$ cat config.mk
export PLATFORM = sky130hd
export DESIGN_NAME = spi_frame_reader_flat
export DESIGN_NICKNAME = d
export VERILOG_FILES = /design/src/rtl/spi_frame_reader_if.sv /design/src/rtl/spi_frame_reader.sv /design/src/flat_wrapper.sv
export SDC_FILE = /design/constraint.sdc
export NUM_CORES = 1
export LEC_CHECK = 0
export CORE_ASPECT_RATIO = 1.25
export CORE_MARGIN = 2
export CORE_UTILIZATION = 30
export CTS_BUF_LIST = sky130_fd_sc_hd__clkbuf_16
export CTS_CLUSTER_SIZE = 20
export DETAILED_ROUTE_END_ITERATION = 10
export SLEW_MARGIN = 10
export SYNTH_ARGS = -nofsm -noshare
export SYNTH_HDL_FRONTEND = slang
export SYNTH_SLANG_ARGS = --single-unit
export TNS_END_PERCENT = 5
$ cat constraint.sdc
create_clock -name sys_clk -period 8.2 [get_ports sys_clk]
set_clock_uncertainty 0.05 [all_clocks]
set_input_delay 1.64 -clock sys_clk [delete_from_list [all_inputs] [get_ports sys_clk]]
set_output_delay 1.64 -clock sys_clk [all_outputs]
set_load 0.02 [all_outputs]
$ cat src/rtl/spi_frame_reader_if.sv
// Signal bundle between the frame reader, the SPI pins and the ping-pong
// buffer read port. The slave side is the reader itself.
interface spi_frame_reader_if;
  logic        sck;
  logic        cs_n;
  logic        miso;
  logic [16:0] spi_rd_addr;
  logic [7:0]  spi_rd_data;
  logic        buffer_ready;
  logic        frame_read_complete;
  logic        xfer_active;

  modport slave (
    input  sck, cs_n, spi_rd_data, buffer_ready,
    output miso, spi_rd_addr, frame_read_complete, xfer_active
  );

  modport master (
    output sck, cs_n, spi_rd_data, buffer_ready,
    input  miso, spi_rd_addr, frame_read_complete, xfer_active
  );
endinterface

$ cat src/rtl/spi_frame_reader.sv
// SPI mode-0 peripheral that streams a header byte and then one completed
// 1-bpp frame from the ping-pong buffer, with SPI pins oversampled on sys_clk.
module spi_frame_reader #(
  parameter int unsigned FRAME_BYTES = 2400,
  parameter int unsigned RD_LATENCY  = 2,
  parameter logic [7:0]  HDR_READY   = 8'hA5,
  parameter logic [7:0]  HDR_EMPTY   = 8'h00
) (
  input logic          sys_clk,
  input logic          reset,
  spi_frame_reader_if.slave bus
);

  typedef enum logic [2:0] {IDLE, HEADER, DATA, TRAIL, DONE} state_e;

  localparam logic [16:0] LAST_ADDR = 17'(FRAME_BYTES - 1);
  localparam logic [16:0] FRAME_CNT = 17'(FRAME_BYTES);
  localparam logic [2:0]  LAT       = 3'(RD_LATENCY);

  state_e      state_q, state_d;
  logic [2:0]  sck_q, sck_d;     // [0],[1] synchronizer, [2] edge history
  logic [2:0]  cs_q, cs_d;
  logic [2:0]  bit_cnt_q, bit_cnt_d;
  logic [16:0] byte_cnt_q, byte_cnt_d;
  logic [7:0]  shift_q, shift_d;
  logic [7:0]  prefetch_q, prefetch_d;
  logic [16:0] addr_q, addr_d;
  logic [2:0]  lat_q, lat_d;
  logic        ready_l_q, ready_l_d;
  logic        done_q, done_d;

  logic sck_fall, cs_fall, cs_rise, advance;

  assign sck_fall = sck_q[2] & ~sck_q[1];
  assign cs_fall  = cs_q[2] & ~cs_q[1];
  assign cs_rise  = ~cs_q[2] & cs_q[1];

  // NOTE: every signal gets a default before the case so no path leaves it
  // unassigned; otherwise synthesis infers a latch.
  always_comb begin
    state_d    = state_q;
    sck_d      = {sck_q[1:0], bus.sck};
    cs_d       = {cs_q[1:0], bus.cs_n};
    bit_cnt_d  = bit_cnt_q;
    byte_cnt_d = byte_cnt_q;
    shift_d    = shift_q;
    prefetch_d = prefetch_q;
    addr_d     = addr_q;
    lat_d      = lat_q;
    ready_l_d  = ready_l_q;
    done_d     = 1'b0;
    advance    = 1'b0;

    if (lat_q != 3'd0) begin
      lat_d = lat_q - 3'd1;
      if (lat_q == 3'd1) prefetch_d = bus.spi_rd_data;
    end

    case (state_q)
      IDLE: begin
        shift_d    = bus.buffer_ready ? HDR_READY : HDR_EMPTY;
        addr_d     = '0;
        prefetch_d = bus.spi_rd_data;
        lat_d      = '0;
        // A simultaneous sck edge is dropped simply because IDLE ignores sck.
        if (cs_fall) begin
          ready_l_d  = bus.buffer_ready;
          bit_cnt_d  = '0;
          byte_cnt_d = '0;
          state_d    = HEADER;
        end
      end
      default: begin
        if (cs_rise) begin
          state_d = IDLE;
          addr_d  = '0;
          lat_d   = '0;
          done_d  = (state_q == DONE);
        end else if (sck_fall) begin
          if (bit_cnt_q != 3'd7) begin
            shift_d   = {shift_q[6:0], 1'b0};
            bit_cnt_d = bit_cnt_q + 3'd1;
          end else begin
            bit_cnt_d = '0;
            if (byte_cnt_q != '1) byte_cnt_d = byte_cnt_q + 17'd1;
            shift_d = 8'hFF;
            case (state_q)
              HEADER: begin
                if (ready_l_q) begin
                  state_d = DATA;
                  shift_d = prefetch_q;
                  advance = 1'b1;
                end else begin
                  state_d = TRAIL;
                end
              end
              DATA: begin
                // byte_cnt counts the header, so it equals FRAME_BYTES once
                // the last frame byte has been loaded.
                if (byte_cnt_q >= FRAME_CNT) begin
                  state_d = DONE;
                end else begin
                  shift_d = prefetch_q;
                  advance = 1'b1;
                end
              end
              default: ;
            endcase
            if (advance) begin
              if (addr_q != LAST_ADDR) addr_d = addr_q + 17'd1;
              lat_d = LAT;
            end
          end
        end
      end
    endcase
  end

  // NOTE: sequential state uses non-blocking assignments only, so every flop
  // samples the pre-edge value of the others.
  always_ff @(posedge sys_clk) begin
    if (reset) begin
      state_q    <= IDLE;
      sck_q      <= 3'b000;
      cs_q       <= 3'b111;
      bit_cnt_q  <= '0;
      byte_cnt_q <= '0;
      shift_q    <= '0;
      prefetch_q <= '0;
      addr_q     <= '0;
      lat_q      <= '0;
      ready_l_q  <= 1'b0;
      done_q     <= 1'b0;
    end else begin
      state_q    <= state_d;
      sck_q      <= sck_d;
      cs_q       <= cs_d;
      bit_cnt_q  <= bit_cnt_d;
      byte_cnt_q <= byte_cnt_d;
      shift_q    <= shift_d;
      prefetch_q <= prefetch_d;
      addr_q     <= addr_d;
      lat_q      <= lat_d;
      ready_l_q  <= ready_l_d;
      done_q     <= done_d;
    end
  end

  assign bus.miso                = shift_q[7];
  assign bus.spi_rd_addr         = addr_q;
  assign bus.frame_read_complete = done_q;
  assign bus.xfer_active         = (state_q != IDLE);

endmodule

$ cat src/flat_wrapper.sv
// flat-port wrapper written by rule: the top's interface ports become plain ports
module spi_frame_reader_flat 
#(
  parameter int unsigned FRAME_BYTES = 2400,
  parameter int unsigned RD_LATENCY  = 2,
  parameter logic [7:0]  HDR_READY   = 8'hA5,
  parameter logic [7:0]  HDR_EMPTY   = 8'h00
)
  (sys_clk, reset, bus_sck, bus_cs_n, bus_spi_rd_data, bus_buffer_ready, bus_miso, bus_spi_rd_addr, bus_frame_read_complete, bus_xfer_active);
  spi_frame_reader_if bus_i ();
  input logic sys_clk;
  input logic reset;
  input wire logic [$bits(bus_i.sck)-1:0] bus_sck;
  input wire logic [$bits(bus_i.cs_n)-1:0] bus_cs_n;
  input wire logic [$bits(bus_i.spi_rd_data)-1:0] bus_spi_rd_data;
  input wire logic [$bits(bus_i.buffer_ready)-1:0] bus_buffer_ready;
  output wire logic [$bits(bus_i.miso)-1:0] bus_miso;
  output wire logic [$bits(bus_i.spi_rd_addr)-1:0] bus_spi_rd_addr;
  output wire logic [$bits(bus_i.frame_read_complete)-1:0] bus_frame_read_complete;
  output wire logic [$bits(bus_i.xfer_active)-1:0] bus_xfer_active;
  assign bus_i.sck = bus_sck;
  assign bus_i.cs_n = bus_cs_n;
  assign bus_i.spi_rd_data = bus_spi_rd_data;
  assign bus_i.buffer_ready = bus_buffer_ready;
  assign bus_miso = bus_i.miso;
  assign bus_spi_rd_addr = bus_i.spi_rd_addr;
  assign bus_frame_read_complete = bus_i.frame_read_complete;
  assign bus_xfer_active = bus_i.xfer_active;
  spi_frame_reader #(.FRAME_BYTES(FRAME_BYTES), .RD_LATENCY(RD_LATENCY), .HDR_READY(HDR_READY), .HDR_EMPTY(HDR_EMPTY)) u_core (.sys_clk(sys_clk), .reset(reset), .bus(bus_i));
endmodule
# Yosys cells after proc, flatten, opt, wreduce, memory -nomap -nowiden
# Index checks and enable logic that the tools add are counted.
[word_totals]
inputBits = 13
register_bits = 67
[op_classes]
mux = 41
n_addsub = 4
n_lt_le_gt_ge = 1
eq_ne = 12
bitwise = 8
reduce_logical = 18
[op_table]
columns = ["op", "count"]
rows = [
  ["two-way mux 17 bit", 6],
  ["two-way mux 8 bit", 10],
  ["two-way mux 3 bit", 15],
  ["adder 17 x 1 -> 17 bit (second input constant)", 2],
  [">= comparator 17 x 12 -> 1 bit (second input constant)", 1],
  ["!= test 17 x 12 -> 1 bit (second input constant)", 1],
  ["!= test 17 bit (second input constant)", 1],
  ["case mux 8 bit (2 select lines)", 1],
  ["AND reduction 5 bit", 2],
  ["nonzero test 3 bit", 3],
  ["nonzero test 2 bit", 4],
  ["two-way mux 1 bit", 7],
  ["== test 3 x 1 -> 1 bit (second input constant)", 2],
  ["case mux 3 bit (2 select lines)", 1],
  ["AND reduction 2 bit", 3],
  ["OR reduction 3 bit", 2],
  ["NOT 1 bit", 5],
  ["!= test 2 bit (second input constant)", 2],
  ["!= test 4 x 1 -> 1 bit (second input constant)", 1],
  ["AND reduction 4 bit", 1],
  ["nonzero test 4 bit", 1],
  ["adder 3 x 1 -> 3 bit (second input constant)", 1],
  ["AND 1 bit", 3],
  ["== test 3 x 2 -> 1 bit (second input constant)", 1],
  ["8 further kinds", 8],
]

# Logic depth before layout (Yosys ltp)
# Gate-level depths: netlist (run 1).
[depth]
depth_word = 10
depth_mapped = 11

# Worst setup path after synthesis (run 1)
# Ideal clock, no wire load.
[synth_path]
path_type = "input to register"
from = "input port reset"
to = "register u_core.addr_q[11] (netlist: u_core.bus.spi_rd_addr[11])"
n_path_buf = 1
cell_stages = 4
arrival_time_ns = 2.725
required_ns = 8.090
setup_slack_ns = 5.366
cell_sequence = "clkbuf_1 or3_1 or4_1 nand2_1"
[synth_via]
elab_chain_len = 1
[synth_lines]
columns = ["item", "line_no", "rtl"]
rows = [
  ["from (decl)", "flat_wrapper.sv:12", "input logic reset;"],
  ["OR reduction 3 bit (no source line)", "n/a", ""],
  ["to (signal assigned)", "spi_frame_reader.sv:142", "addr_q <= addr_d;"],
  ["to (decl)", "spi_frame_reader.sv:27", "logic [16:0] addr_q, addr_d;"],
]
# No other way between the ends.
# A chain may end at the register's enable or synchronous reset.

# Worst setup path after layout (run 1)
[layout_path]
from = "register u_core.state_q[2]"
to = "output port bus_xfer_active"
[layout_via]
elab_chain_len = 1
[layout_lines]
columns = ["item", "line_no", "rtl"]
rows = [
  ["from (decl)", "spi_frame_reader.sv:20", "state_e state_q, state_d;"],
  ["from (signal assigned)", "spi_frame_reader.sv:135", "state_q <= state_d;"],
  ["nonzero test 3 bit", "spi_frame_reader.sv:152", "assign bus.xfer_active = (state_q != IDLE);"],
  ["to (decl)", "flat_wrapper.sv:20", "output wire logic [$bits(bus_i.xfer_active)-1:0] bus_xfer_active;"],
]
# No other way between the ends.

==> results by group, run 1 <==
Setup path
  – CP Buf/Inv Count: 2
  – Crit end category: output pin
  – R2R Path Start: u_core.byte_cnt_q[6]
  – Crit path max fanout: 15
  – CP Depth: 3
  – Worst flop-to-flop path endpoint: u_core.byte_cnt_q[13]
  – Crit path max-delay family: buffers and inverters
  – Path type of the worst setup path: reg -> out
  – Critical Path AT: 2160 ps
  – Reg2reg setup slack: 4990 ps
  – Setup crit start kind: register
  – Slowest cell on the critical path: clkdlybuf4s50_1
  – Required time of the critical path: 6510 ps
  – R2R depth: 10
  – Crit-path cells: nor3_4, inv_2, clkdlybuf4s50_1
  – CP max stage delay: 620 ps

Yosys
  – Synth area leader: dfxtp_1
  – Gate Count Post-Synth: 372
  – Post-Syn Nets: 394
  – Async SR Flop Fraction: 0%
  – Number of synthesized flops with an enable pin: 0
  – Seq/Total Area, Yosys: 40.2%
  – Post-Syn Area: 0.00333 mm2
  – Syn avg cell area: 8.96 um2
  – Main synth FF type: dfxtp_1
  – Synth Register Bits: 67
  – Yosys warns: 0
  – Top-area cell type share of the netlist area: 40.2%
  – Yosys cell types: 52
  – Area contributors post-synth: dfxtp_1 (40%), nor2_1 (5.3%), xnor2_1 (4.2%)

CTS
  – Clock Path Buffers: 2
  – Post_cts resized: 0
  – CTS root buffer: clkbuf_16
  – H-tree depth: 3
  – Hold_buf cts: 0
  – Clock sinks: 67
  – CTS tree: yes
  – Number of CTS-inserted buffers: 9
  – Post CTS Setup Buffer Count: 0
  – Worst skew pair latency: 340 ps
  – Worst-path clk slew: 60 ps

Floorplan
  – Die area: 0.0120 mm2
  – Die W: 98.3 um
  – Ports: 33
  – Starting density of the core: 30.4%
  – Die Y: 122 um
  – Rows: 43
  – Core footprint: 0.0110 mm2

Run
  – Max_cap viols: 0

Min path
  – Worst hold path type: reg -> reg
  – Hold Startpoint: u_core.cs_q[0]
  – Hold Path Sink: u_core.cs_q[1]
  – Hold Path Stages: 1

Route
  – Wire per inst: 14.0 um
  – Via/cell ratio: 5.17
  – DRT Pass-1 Iters: 4
  – Routed wire length: 7600 um
  – DRT antenna net count: 0
  – DRC viols: 0
  – Vias: 2,804
  – Drt initial violations: 183

GRT
  – First-pass GRT wire length: 12,900 um
  – Initial antenna violation count: 0
  – GRT Util Overall: 13.4%
  – Largest net degree at the start of global routing: 37
  – Number of global-route vias before repair: 2,684
  – Grt ovf: 0

Layout
  – Proportion of layout cells with a drive suffix above 1: 8.85%
  – Sequential cell area: 0.00134 mm2
  – Most common cell after layout, fill and taps aside: dfxtp_1
  – Area Overhead vs Synth: 21.9%
  – Area of the multi-input gates: 0.00188 mm2
  – Final std cells w/o fill: 542
  – Commonest non-fill, non-tap cells in the layout: dfxtp_1 (67), nor2_1 (47), clkdlybuf4s50_1 (32)
  – NumNets Final: 424
  – ANT cells: 0
  – Fillers: 1,149

Power and ir drop
  – Peak VDD IR: 0.0000947 V
  – Pwr Density: 187 mW/mm2
  – Leak: 0.00125 uW

Placement
  – GPL Wtd Cong: 0.818
  – Placed cell count: 526
  – Dpl ws: 4420 ps
  – Post-DP HPWL: 5250 um
  – # port buffers: 32

Run status
  – Status: finished, final reports clean

Timing
  – Setup_tns: 0 ps
  – Setup ws final: 4350 ps
  – Least-Margin Pin Slew: 888 ps
  – Final period utilization: 46.9%
  – RSZ-0062 raised after global routing: false
  – Hold Fails Final Rpt: 0
  – Fmax: 260 MHz
  – # setup viols final: 0
  – Max-slew violation count: 0
  – Hold WS: 362 ps
  – Slew HR: 40.6%
  – Fin crit period: 3850 ps
cell families (layout without fill, tap and decap cells):
kind of cell	after synthesis	in the layout	share of synthesized area [%]
AOI/OAI and AO/OA	88	88	20.8
xor gates and xnor gates	16	16	4.20
adders and majority gates	9	9	3.38
buffers and inverters	26	61	3.38
DFF	67	67	40.2
muxes	11	11	3.30
and+or+nand+nor	155	155	24.7
sequential cells by signal (all words and copies together), names as in the netlist, 3 cells and up:
register	count
u_core.cs_q	3
u_core.bit_cnt_q	3
u_core.prefetch_q	8
u_core.bus.spi_rd_addr	17
u_core.byte_cnt_q	17
u_core.sck_q	3
u_core.lat_q	3
u_core.shift_q	8
u_core.state_q	3
Yosys cell counts (3+ instances only):
cell type	n
dfxtp_1	67
or3_1	14
o21ai_0	9
a2111oi_2	4
or4_1	5
inv_1	11
and3_1	3
o221ai_1	5
or2_2	3
a21oi_1	25
mux2i_1	11
nor3b_1	3
xnor2_1	16
a2111oi_1	3
nor2_1	47
nor3_1	10
o21ai_1	5
ha_1	9
o211ai_1	5
nand2_1	22
a211oi_1	11
nand3_1	12
nor2b_1	6
and4_1	3
nand2b_1	6
nand4_1	8
clkbuf_1	12
routing by layer:
| metal | wire [um] | global-route usage, % | vias to the layer above |
|---|---|---|---|
| met4 | 127 | 5.39 | 0 |
| met1 | 3510 | 16.6 | 1320 |
| met3 | 282 | 3.04 | 7 |
| met5 | 0 | 0 | - |
| li1 | - | - | 1432 |
| met2 | 3690 | 22.4 | 45 |
metrics by stage:
step                power, uW  util [%]  instance area [um2]
floorplan                 365         -                 3330
global placement          378      34.3                 3760
detailed placement        379      34.3                 3760
CTS                       768      37.0                 4060
global route              790      37.0                 4060
finish                    758      37.0                 4060
power breakdown:
part | total, uW | internal (uW) | leakage [uW] | switching (uW)
Sequential | 336 | 332 | 0.000544 | 4.19
Clock | 387 | 237 | 0.000138 | 150
Combinational | 35.3 | 15.0 | 0.000564 | 20.3
area by class of cell:
| class | instances | share of cell area, % |
|---|---|---|
| clock buffer | 9 | 5.54 |
| clock inverter | 7 | 1.85 |
| inverter | 12 | 1.11 |
| multi-input combinational | 279 | 46.3 |
| sequential | 67 | 33.0 |
| tap | 135 | 4.16 |
| timing repair buffer | 33 | 8.07 |
worst max-delay path by stage:
| stage | from | endpoint |
|---|---|---|
| final | u_core.state_q[2] | bus_xfer_active |
| after global routing | u_core.state_q[2] | bus_xfer_active |
| after CTS | u_core.state_q[2] | bus_xfer_active |
| after detailed placement | reset | u_core.bus.spi_rd_addr[11] |
| after global placement | reset | u_core.bus.spi_rd_addr[11] |
| after floorplan | reset | u_core.bus.spi_rd_addr[11] |
No activity file was read; power rests on OpenSTA's default activity.
==> inputs of run 2 (changes only) <==
==> constraint.sdc (replaced) <==
create_clock -name sys_clk -period 3.51 [get_ports sys_clk]
set_clock_uncertainty 0.05 [all_clocks]
set_input_delay 0.702 -clock sys_clk [delete_from_list [all_inputs] [get_ports sys_clk]]
set_output_delay 0.702 -clock sys_clk [all_outputs]
set_load 0.02 [all_outputs]
==> run 2 against run 1 <==
Against the previous run: clock power grew 110%; sequential share of layout area rose by 0.071 points; cell area shrank 0.22%.
==> results by group, run 2 (synthesis results as in run 1) <==
Run status
  – Status: finished, final reports clean

Route
  – DRT antenna net count: 0
  – Vias: 2,854
  – Routed wire length: 7770 um
  – Via/cell ratio: 5.24
  – Drt initial violations: 133
  – DRC viols: 0
  – Wire length on met1: 3490 um
  – Wire per inst: 14.3 um
  – Met2 wire len: 3870 um
  – Uppermost layer routed: met4
  – Met3 wire len: 261 um
  – DRT Pass-1 Iters: 5

Layout
  – NumNets Final: 427
  – Proportion of layout cells with a drive suffix above 1: 9.02%
  – Commonest non-fill, non-tap cells in the layout: dfxtp_1 (67), nor2_1 (47), clkdlybuf4s50_1 (32)
  – ANT cells: 0
  – Final instance area: 0.00406 mm2
  – Post-layout util: 36.9%
  – Final std cells w/o fill: 545
  – Area Overhead vs Synth: 21.6%
  – Sequential cell area: 0.00134 mm2
  – Most common cell after layout, fill and taps aside: dfxtp_1
  – Fillers: 1,175
  – Area of the multi-input gates: 0.00188 mm2

Setup path
  – Critical Path AT: 2930 ps
  – Slowest cell on the critical path: or3_1
  – Worst flop-to-flop path endpoint: u_core.byte_cnt_q[5]
  – R2R Path Start: u_core.byte_cnt_q[5]
  – Origin of the worst setup path: u_core.byte_cnt_q[5]
  – Crit end category: register
  – Crit path max-delay family: simple AND/OR/NAND/NOR gates
  – CP Depth: 10
  – Critical path destination: u_core.byte_cnt_q[5]
  – Path type of the worst setup path: reg -> reg
  – CP Buf/Inv Count: 0
  – Setup crit start kind: register
  – Crit path max fanout: 13
  – Reg2reg setup slack: 720 ps
  – R2R depth: 10
  – Crit-path cells: and4_1, nand4_1, or3_1, nor3_1, ha_1, nor2b_1, nand4_1, a21o_1, or3_1, a21oi_1
  – Required time of the critical path: 3640 ps
  – CP max stage delay: 470 ps

Floorplan
  – Rows: 43
  – Ports: 33
  – Starting density of the core: 30.4%
  – Die Y: 122 um
  – Core footprint: 0.0110 mm2
  – Die W: 98.3 um
  – Die area: 0.0120 mm2

Placement
  – Post-DP HPWL: 5450 um
  – Placed Instance Area: 0.00379 mm2
  – GPL Wtd Cong: 0.808
  – Placed cell count: 529
  – # port buffers: 32

Timing
  – Hold Fails Final Rpt: 0
  – Max-slew violation count: 0
  – Least-Margin Pin Slew: 897 ps
  – Fin crit period: 2790 ps
  – RSZ-0062 raised after global routing: false
  – Final period utilization: 79.5%
  – Slew HR: 40.0%
  – Setup_tns: 0 ps
  – Fmax: 358 MHz
  – # setup viols final: 0

CTS
  – H-tree depth: 3
  – Clock sinks: 67
  – Post_cts resized: 0
  – CTS tree: yes
  – Hold_buf cts: 0
  – Number of CTS-inserted buffers: 9
  – Clock Path Buffers: 2
  – Worst-path clk slew: 50 ps
  – Worst skew pair latency: 330 ps
  – Post CTS Setup Buffer Count: 0
  – CTS root buffer: clkbuf_16

GRT
  – GRT Util Overall: 13.5%
  – Initial antenna violation count: 0
  – Grt ovf: 0
  – First-pass GRT wire length: 13,100 um
  – Number of global-route vias before repair: 2,810
  – Largest net degree at the start of global routing: 36

Power and ir drop
  – Peak VDD IR: 0.000173 V
  – Final Power: 1680 uW
  – Pwr Density: 413 mW/mm2
  – Leak: 0.00124 uW

Min path
  – Worst hold path type: reg -> reg

Run
  – Max_cap viols: 0
run 2: metal layers:
layer	vias up	global-route usage (%)
met3	10	3.61
li1	1428	-
met2	54	24.1
met5	-	0
met1	1362	15.1
met4	0	5.48
run 2: through the flow:
step	hold WS (ps)	setup slack, ps
4_1_cts	380	705
3_3_place_gp	347	867
6_report	370	718
3_5_place_dp	367	717
2_1_floorplan	339	888
5_1_grt	400	498
run 2: worst min path at each step:
stage                     cells past startpoint           start              to  slack, ps
after floorplan                               1  u_core.cs_q[0]  u_core.cs_q[1]        340
after global placement                        1  u_core.cs_q[0]  u_core.cs_q[1]        350
after detailed placement                      1  u_core.cs_q[0]  u_core.cs_q[1]        370
after CTS                                     1  u_core.cs_q[0]  u_core.cs_q[1]        380
after global routing                          1  u_core.cs_q[0]  u_core.cs_q[1]        400
final                                         1  u_core.cs_q[0]  u_core.cs_q[1]        370
run 2: cell type report:
cell class	instances	share of cell area, %
well taps	135	4.17
repair buffers	36	8.64
flip-flops and latches	67	33.1
multi-input cells	279	46.4
clock buffers	9	5.55
clock inverters	7	1.08
inverters	12	1.11
run 2: worst reg2reg max path, stage by stage, from the launching register on:
cell,delay (ps)
dfxtp_1,440
and4_1,270
nand4_1,290
or3_1,470
nor3_1,200
ha_1,170
nor2b_1,50
nand4_1,110
a21o_1,360
or3_1,170
a21oi_1,70
run 2: power by group:
group | internal [uW] | switching, uW
Clock | 473 | 333
Combinational | 36.6 | 48.2
Sequential | 775 | 10.3
==> inputs of run 3 (changes only) <==
==> constraint.sdc (replaced) <==
create_clock -name sys_clk -period 2.3 [get_ports sys_clk]
set_clock_uncertainty 0.05 [all_clocks]
set_input_delay 0.46 -clock sys_clk [delete_from_list [all_inputs] [get_ports sys_clk]]
set_output_delay 0.46 -clock sys_clk [all_outputs]
set_load 0.02 [all_outputs]
==> run 3 against run 2 <==
Against the previous run: the flow now finishes with violations (negative setup slack); wire length grew 5.6%; cell count rose by 7.2%; sequential share of layout area down 3.4 points; worst hold slack worse by 14 ps; total power rose by 74%; fmax is 20% higher; cell area increased by 12%; critical endpoint is now u_core.byte_cnt_q[13]; largest power group unchanged.
==> results by group, run 3 (synthesis results as in run 1) <==
Power and ir drop
  – Power Internal: 2300 uW
  – Sw Pwr: 612 uW
  – Clk pwr share: 54.1%
  – Pwr Density: 642 mW/mm2
  – Gate power share: 4.8%
  – Peak VDD IR: 0.000385 V
  – Seq pwr share: 41.1%
  – Leak: 0.00150 uW
  – Switching share of power: 21.0%

Timing
  – Fin crit period: 2320 ps
  – RSZ-0062 raised after global routing: true
  – Setup_tns: -24.3 ps
  – Fmax: 431 MHz
  – Hold Fails Final Rpt: 0
  – Slew HR: 60.3%
  – Final period utilization: 101%
  – Least-Margin Pin Slew: 593 ps
  – Max-slew violation count: 0
  – # setup viols final: 2
  – Setup ws final: -21.8 ps
  – Hold WS: 356 ps

Setup path
  – Path type of the worst setup path: reg -> reg
  – Crit end category: register
  – Required time of the critical path: 2520 ps
  – Reg2reg setup slack: -20 ps
  – Setup crit start kind: register
  – R2R depth: 11
  – Worst flop-to-flop path endpoint: u_core.byte_cnt_q[13]
  – Crit path max fanout: 7
  – R2R Path Start: u_core.byte_cnt_q[3]
  – Critical path destination: u_core.byte_cnt_q[13]
  – Origin of the worst setup path: u_core.byte_cnt_q[3]
  – Critical Path AT: 2540 ps

CTS
  – Worst skew pair latency: 330 ps
  – CTS root buffer: clkbuf_16
  – Clock sinks: 67
  – H-tree depth: 3
  – Number of CTS-inserted buffers: 9
  – Clock Path Buffers: 2
  – Hold_buf cts: 0
  – CTS tree: yes
  – Worst-path clk slew: 60 ps

Route
  – Wire per inst: 14.1 um
  – DRT antenna net count: 0
  – DRC viols: 0
  – Drt initial violations: 102
  – Routed wire length: 8210 um
  – DRT Pass-1 Iters: 4
  – Vias: 2,993
  – Via/cell ratio: 5.13

GRT
  – Grt ovf: 0
  – Number of global-route vias before repair: 2,926
  – First-pass GRT wire length: 13,700 um
  – Initial antenna violation count: 0
  – GRT Util Overall: 14.1%
  – Largest net degree at the start of global routing: 21

Min path
  – Worst hold path type: reg -> reg
  – Hold Path Stages: 1

Floorplan
  – Core footprint: 0.0110 mm2
  – Starting density of the core: 30.4%
  – Ports: 33
  – Die area: 0.0120 mm2
  – Die Y: 122 um
  – Rows: 43
  – Die W: 98.3 um

Placement
  – # port buffers: 32
  – GPL Wtd Cong: 0.863
  – Post-DP HPWL: 5680 um

Layout
  – NumNets Final: 466
  – Proportion of layout cells with a drive suffix above 1: 20.7%
  – Sequential cell area: 0.00135 mm2
  – ANT cells: 0
  – Area Overhead vs Synth: 36.2%
  – Most common cell after layout, fill and taps aside: dfxtp_1
  – Commonest non-fill, non-tap cells in the layout: dfxtp_1 (61), nor2_1 (47), buf_4 (40)
  – Fillers: 1,114
  – Area of the multi-input gates: 0.00195 mm2

Run
  – Max_cap viols: 0

Run status
  – Status: finished with violations
  – Failing checks: negative setup slack
==> run 3: changes by cell type in the layout (fill, tap and decap cells not counted), moves of 2 or more <==
cell	change
a2111oi_2	-3
dfxtp_2	+6
o21ai_2	+2
clkinv_1	-2
clkinvlp_4	-2
buf_12	+2
bufinv_16	+3
a2111oi_4	+3
buf_4	+36
dfxtp_1	-6
==> run 3: critical path: stages (launching register included) <==
cell and delay, ps:
dfxtp_2 310, and4_4 180, nand4_1 130, or3_4 150, nor3_2 40, ha_2 180
nor2b_2 120, nand4_1 130, a21o_1 270, buf_12 150, or4_4 410, a21oi_2 130
==> run 3: per-stage QoR <==
stage	instances	total power, uW	area, um2	utilization, %	setup slack (ps)
floorplan	372	1300	3350	-	-35.1
global placement	559	1360	4030	36.7	12.2
detailed placement	559	1360	4030	36.7	-71.6
CTS	581	2940	4440	40.5	-14.9
global route	584	3000	4540	41.4	-170
finish	584	2920	4540	41.4	-21.8
==> run 3: layout make-up <==
class	instances	share of cell area (%)
well taps	135	3.72
repair buffers	75	15.1
multi-input cells	279	43.0
inverters	12	0.992
clock buffers	9	4.96
clock inverters	7	2.56
flip-flops and latches	67	29.7
==> run 3: worst min-delay path by stage <==
stage | from | end | slack [ps]
5_1_grt | u_core.cs_q[0] | u_core.cs_q[1] | 400
3_5_place_dp | u_core.cs_q[0] | u_core.cs_q[1] | 340
2_1_floorplan | u_core.cs_q[0] | u_core.cs_q[1] | 340
3_3_place_gp | u_core.cs_q[0] | u_core.cs_q[1] | 350
6_report | u_core.cs_q[0] | u_core.cs_q[1] | 360
4_1_cts | u_core.cs_q[0] | u_core.cs_q[1] | 350
==> run 3: repair_timing <==
| item | in CTS | in global routing |
|---|---|---|
| buffers inserted | 6 | 3 |
| endpoints found under the setup margin | 7 | 23 |
| cloned | 0 | 1 |
| resized for setup | 4 | 16 |
| pin swaps | 5 | 16 |
==> run 3: power groups by stage <==
stage	sequential, uW	combinational, uW	clock (uW)
final	1200	141	1580
after detailed placement	1220	141	0
after floorplan	1220	81.1	0
after global placement	1220	139	0
after CTS	1200	142	1600
after global routing	1200	156	1650
==> run 3: per-layer routing <==
metal	track usage (%)	vias to the layer above	wire, um
li1	-	1519	-
met1	16.7	1412	3760
met2	24.7	48	4090
met3	2.41	14	187
met4	6.85	0	172
met5	0	-	0
